**src/rtl/uart_pkg.sv**
```systemverilog
// Shared UART definitions: receiver FSM encoding, frame geometry and the
// command bytes the downstream decoder recognises.
package uart_pkg;

  typedef enum logic [1:0] {
    IDLE  = 2'd0,
    START = 2'd1,
    DATA  = 2'd2,
    STOP  = 2'd3
  } rx_state_t;

  localparam int DATA_BITS = 8;

  localparam logic [7:0] CMD_WR = 8'h55;
  localparam logic [7:0] CMD_RD = 8'haa;

endpackage

```
**src/rtl/sync_fall_detect.sv**
```systemverilog
// Three-flop synchronizer for an asynchronous input that idles high.
// Flops reset to 1 so a line held low through reset produces no edge until
// it has been seen high and falls again.
module sync_fall_detect (
  input  logic clk,
  input  logic rst,
  input  logic async_in,
  output logic sync_out,
  output logic fall
);

  logic rx_s1;
  logic rx_s2;
  logic rx_s3;

  // Two metastability flops followed by a delay flop for edge detection.
  always_ff @(posedge clk) begin
    // NOTE: non-blocking assignments let every flop sample the pre-edge value,
    // so the three stages form a true shift chain rather than collapsing.
    if (rst) begin
      rx_s1 <= 1'b1;
      rx_s2 <= 1'b1;
      rx_s3 <= 1'b1;
    end else begin
      rx_s1 <= async_in;
      rx_s2 <= rx_s1;
      rx_s3 <= rx_s2;
    end
  end

  assign sync_out = rx_s2;
  assign fall     = rx_s3 & ~rx_s2;

endmodule

```
**src/rtl/uart_byte_rx.sv**
```systemverilog
// 8N1 UART byte receiver, LSB first, mid-bit sampling from a baud counter.
// Emits a one-cycle rx_done with the byte, or a one-cycle frame_err when the
// stop bit samples low.
module uart_byte_rx
  import uart_pkg::*;
#(
  parameter int CLK_FREQ  = 50_000_000,
  parameter int BAUD_RATE = 9600
) (
  input  logic       clk,
  input  logic       rst,
  input  logic       rs232_rx,
  output logic [7:0] uart_data,
  output logic       rx_done,
  output logic       frame_err
);

  // Clocks per bit and the offset to the middle of the start bit; BAUD_CNT
  // must be at least 4 so the half-bit offset is non-trivial.
  localparam int BAUD_CNT = CLK_FREQ / BAUD_RATE;
  localparam int HALF_CNT = BAUD_CNT / 2;
  localparam int CNT_W    = (BAUD_CNT > 2) ? $clog2(BAUD_CNT) : 1;

  localparam logic [CNT_W-1:0] BIT_END  = CNT_W'(BAUD_CNT - 1);
  localparam logic [CNT_W-1:0] HALF_END = CNT_W'(HALF_CNT - 1);
  localparam logic [2:0]       LAST_BIT = 3'(DATA_BITS - 1);

  rx_state_t            state;
  rx_state_t            state_next;
  logic [CNT_W-1:0]     baud_cnt;
  logic [2:0]           bit_idx;
  logic [DATA_BITS-1:0] shift;

  logic rx_sync;
  logic rx_fall;

  logic cnt_clr;
  logic bit_take;
  logic done_set;
  logic err_set;

  sync_fall_detect u_sync (
    .clk      (clk),
    .rst      (rst),
    .async_in (rs232_rx),
    .sync_out (rx_sync),
    .fall     (rx_fall)
  );

  // State register.
  always_ff @(posedge clk) begin
    if (rst) state <= IDLE;
    else     state <= state_next;
  end

  // Next-state and datapath controls; each state clears the counter on exit.
  always_comb begin
    // NOTE: every signal gets a default here so no path leaves one unassigned,
    // which would otherwise infer a latch.
    state_next = state;
    cnt_clr    = 1'b0;
    bit_take   = 1'b0;
    done_set   = 1'b0;
    err_set    = 1'b0;
    unique case (state)
      IDLE: begin
        cnt_clr = 1'b1;
        if (rx_fall) state_next = START;
      end
      START: begin
        if (baud_cnt == HALF_END) begin
          cnt_clr    = 1'b1;
          state_next = rx_sync ? IDLE : DATA;
        end
      end
      DATA: begin
        if (baud_cnt == BIT_END) begin
          cnt_clr  = 1'b1;
          bit_take = 1'b1;
          if (bit_idx == LAST_BIT) state_next = STOP;
        end
      end
      STOP: begin
        if (baud_cnt == BIT_END) begin
          cnt_clr    = 1'b1;
          state_next = IDLE;
          done_set   = rx_sync;
          err_set    = ~rx_sync;
        end
      end
      default: state_next = IDLE;
    endcase
  end

  // Baud counter, bit index, shift register and registered output pulses.
  always_ff @(posedge clk) begin
    if (rst) begin
      baud_cnt  <= '0;
      bit_idx   <= '0;
      shift     <= '0;
      uart_data <= '0;
      rx_done   <= 1'b0;
      frame_err <= 1'b0;
    end else begin
      baud_cnt <= cnt_clr ? '0 : baud_cnt + CNT_W'(1);

      if (state != DATA)  bit_idx <= '0;
      else if (bit_take)  bit_idx <= bit_idx + 3'd1;

      if (bit_take) shift[bit_idx] <= rx_sync;

      rx_done   <= done_set;
      frame_err <= err_set;
      if (done_set) uart_data <= shift;
    end
  end

endmodule

```
**config.mk**
```make
export PLATFORM = sky130hd
export DESIGN_NAME = uart_byte_rx
export DESIGN_NICKNAME = d
export VERILOG_FILES = /design/src/rtl/uart_pkg.sv /design/src/rtl/sync_fall_detect.sv /design/src/rtl/uart_byte_rx.sv
export SDC_FILE = /design/constraint.sdc
export NUM_CORES = 1
export LEC_CHECK = 0
export ABC_AREA = 1
export CELL_PAD_IN_SITES_DETAIL_PLACEMENT = 1
export CELL_PAD_IN_SITES_GLOBAL_PLACEMENT = 2
export CORE_MARGIN = 2
export CORE_UTILIZATION = 33
export CTS_CLUSTER_DIAMETER = 150
export DETAILED_ROUTE_END_ITERATION = 6
export GPL_TIMING_DRIVEN = 0
export PLACE_DENSITY_LB_ADDON = 0.25
export SYNTH_ARGS = -nofsm -noshare
export SYNTH_HDL_FRONTEND = slang
export SYNTH_HIERARCHICAL = 1
export SYNTH_SLANG_ARGS = --single-unit
```
**constraint.sdc**
```tcl
create_clock -name clk -period 1.7 [get_ports clk]
set_input_delay 0.17 -clock clk [delete_from_list [all_inputs] [get_ports clk]]
set_output_delay 0.17 -clock clk [all_outputs]
set_load 0.005 [all_outputs]
```
==> metrics.txt <==
status completed; # IOs 13; r2r worst-path depth 9; Worst Setup SP baud_cnt[1]; HPWL Detailed about 3.3 mm; Yosys reg bits 39; Worst-path clk slew 0.08 ns; first-pass iteration count of the detailed router 4; cell family with most CP delay simple AND/OR/NAND/NOR gates; Synth area leader dfxtp_1; Fin. Hold Viols 0; element type at the critical path start flop; # rows 27; post-layout utilization of the core 0.411; Slew headroom 0.664; Reg area 782 µm²; clock sink total 39; reg2reg start baud_cnt[1]; first-pass GRT wire length 7.91 mm; share of cells above drive strength 1 0.101; Antenna Cells 0; initial antenna violation count 0; required time worst endpoint 1.88 ns; compound-gate portion of the synthesized area 0.0621; Slew @ Worst Pin a little over 0.5 ns; worst path cell trace ha_4 -> nand2_1 -> nor2_2 -> nand3_2 -> nand2_1 -> nand2_1 -> nand2_2 -> buf_6 -> nor2_1; die area around 6300 µm²; post-synthesis mux area share 0; CORE AREA roughly 5500 µm²; Worst R2R End baud_cnt[9]; non-filler cells, final between 300 and 400; Layout Nets 292; FFs w/ async S/R, synth 0; crit path kind flop to flop; fillcell total just over 700; H-tree levels 2; top cell type's share of synthesized area 0.417; Final setup viols 0; main combinational cell family by area after synthesis simple AND/OR/NAND/NOR gates; clock latency at the later pin of the worst-skew pair about 0.29 ns; Hold Crit Depth 2; yosys warns 6; worst ir drop on vdd 0.467 mV; Max Clk Rate around 640 MHz; Worst path max stage delay between 0.3 and 0.4 ns; MaxCap Viol Count 0; initial DRC count 53; Synth Flop Type dfxtp_1; CTS Buf Count 5; die height ~79 µm; share of the yosys chip area belonging to registers 0.417; total grt overflow 0; Root Buffer Master clkbuf_8; Residual DRC 0; Multi-input gate area approximately 940 µm²; end of the worst hold path u_sync/sync_out; CTS tree built; Total GRT Usage 0.160; final period demand of the worst path approximately 1.6 ns; Syn Inst Count about 270; Placed Cells incl. Taps about 350; RSZ-0062 raised after global routing false; gp weighted congestion approximately 0.8; clock skew approximately 0.0055 ns; Max stage delay cell, worst path dfxtp_1; top cells by count, synth nand2_1 (59), nor2_1 (46), dfxtp_1 (39); Leak Pwr between 0.8 and 0.9 nW; Critical Path Fanout Max 10; area grow syn2layout 20.7%; Final period util 0.916; Post-Syn Area per Cell 7.07 µm²; Die Wd 79.4 µm; P per Cell Area between 800 and 900 nW/µm²; clock buffer depth 2; Adder-Cell Fraction of Synth Area 0.0200; Post-synth EDFFs 0; final wirelength 4.62 mm; cell mode on critical path nand2_1; largest net degree at the start of global routing 13; Max Slew Vio Count 0; vias per cell 4.86; crit end category flop; Hold Path Origin u_sync/rx_s1; synth top area cells dfxtp_1 (42%), nand2_1 (12%), nor2_1 (9.2%); Post-Synth XOR/XNOR Area 0.0280; Yosys cell types 25; r2r setup slk between 0.1 and 0.15 ns; Mapped Area approximately 1900 µm²; Syn Nets roughly 270; post-detailed-route count of antenna-violating nets 0; DR vias roughly 1700; hold crit path type flop to flop; Initial Util 0.340; simple-gate share of the synthesized area 0.377; Worst EP arrival roughly 1.7 ns; WL/cell around 13 µm; CP bufs+invs 1; hold-fix buffers at CTS 0; top-count cell post-synth nand2_1; input/output buffers 12; vias in the first global route 1680
[stage by stage]
step	total power, mW	cell area (µm²)	hold WS (ns)	TNS (ns)	setup slack, ns
after global placement	1.05	2080	0.388	-0.674	-0.0794
after floorplan	1.03	1870	0.262	0	0.303
after CTS	1.99	2220	0.412	0	0.0262
final	1.96	2260	0.411	0	0.143
after detailed placement	1.06	2080	0.399	-1.49	-0.159
after global routing	2.04	2260	0.427	0	0.0397
[routing by layer]
metal	wire length, µm	part of all wire	vias up	GRT usage
met5	0	0	-	0
met4	61	0.013	0	0.0569
met3	87	0.019	7	0.0273
met2	2090	0.45	16	0.258
met1	2380	0.51	825	0.215
li1	-	-	898	-
[sequential cells by signal, summed over array words and instances, names as in the netlist, named ones only]
| register | flops |
|---|---|
| frame_err | 1 |
| bit_idx | 3 |
| uart_data | 8 |
| u_sync/sync_out | 1 |
| shift | 8 |
| baud_cnt | 13 |
| u_sync/rx_s1 | 1 |
| state | 1 |
| u_sync/rx_s3 | 1 |
| rx_done | 1 |
[logic make-up after synthesis]
family | after synthesis
adder cells (fa/ha/maj) | 3
AND/OR/NAND/NOR | 156
flip-flops | 39
AO/OA/AOI/OAI | 23
XOR/XNOR | 6
buffers and inverters | 38
[worst min-delay path, delay by kind of cell (launching register included)]
kind	cells	cell delay [ns]
DFF	1	0.31
and+or+nand+nor	1	0.04
buffers and inverters	1	0.03
[layout make-up]
| class | instances | share of cell area |
|---|---|---|
| inverters | 29 | 0.0481 |
| clock buffers | 6 | 0.0321 |
| plain buffers | 9 | 0.0315 |
| multi-input cells | 188 | 0.416 |
| clock inverters | 2 | 0.0265 |
| repair buffers | 14 | 0.0597 |
| flip-flops and latches | 39 | 0.346 |
| well taps | 72 | 0.0398 |
[cell usage in the layout, fill, tap and decap left out, drive strengths merged]
master / count
o21ai: 3
buf: 9
and3: 1
clkinv: 2
clkdlybuf4s50: 12
bufinv: 2
nand3: 19
nor3: 3
inv: 27
a21oi: 19
nor4: 1
clkbuf: 8
dfxtp: 39
nand2: 62
a31oi: 1
nor3b: 1
nor2: 48
ha: 3
xor2: 6
nand4: 21
[worst max path at each step]
| stage | slack (ns) | endpoint | depth (start not counted) |
|---|---|---|---|
| 2_1_floorplan | 0.30 | baud_cnt[11] | 9 |
| 3_3_place_gp | -0.08 | shift[6] | 4 |
| 3_5_place_dp | -0.16 | rx_done | 4 |
| 4_1_cts | 0.03 | baud_cnt[9] | 9 |
| 5_1_grt | 0.04 | uart_data[1] | 7 |
| 6_report | 0.14 | baud_cnt[9] | 9 |
[report_power, final]
group | switching [mW] | total (mW) | internal (mW)
Sequential | 0.0100 | 0.935 | 0.925
Combinational | 0.0685 | 0.103 | 0.0342
Clock | 0.337 | 0.924 | 0.587
Total | 0.416 | 1.96 | 1.55
[what timing repair did]
action | 4_1_cts | 5_1_grt
gates resized for setup | 1 | 5
setup endpoints to repair | 3 | 22
endpoints found under the hold margin | 0 | 0
buffers inserted | 0 | 2
pin swaps | 0 | 1
No activity file was read; power rests on OpenSTA's default activity.
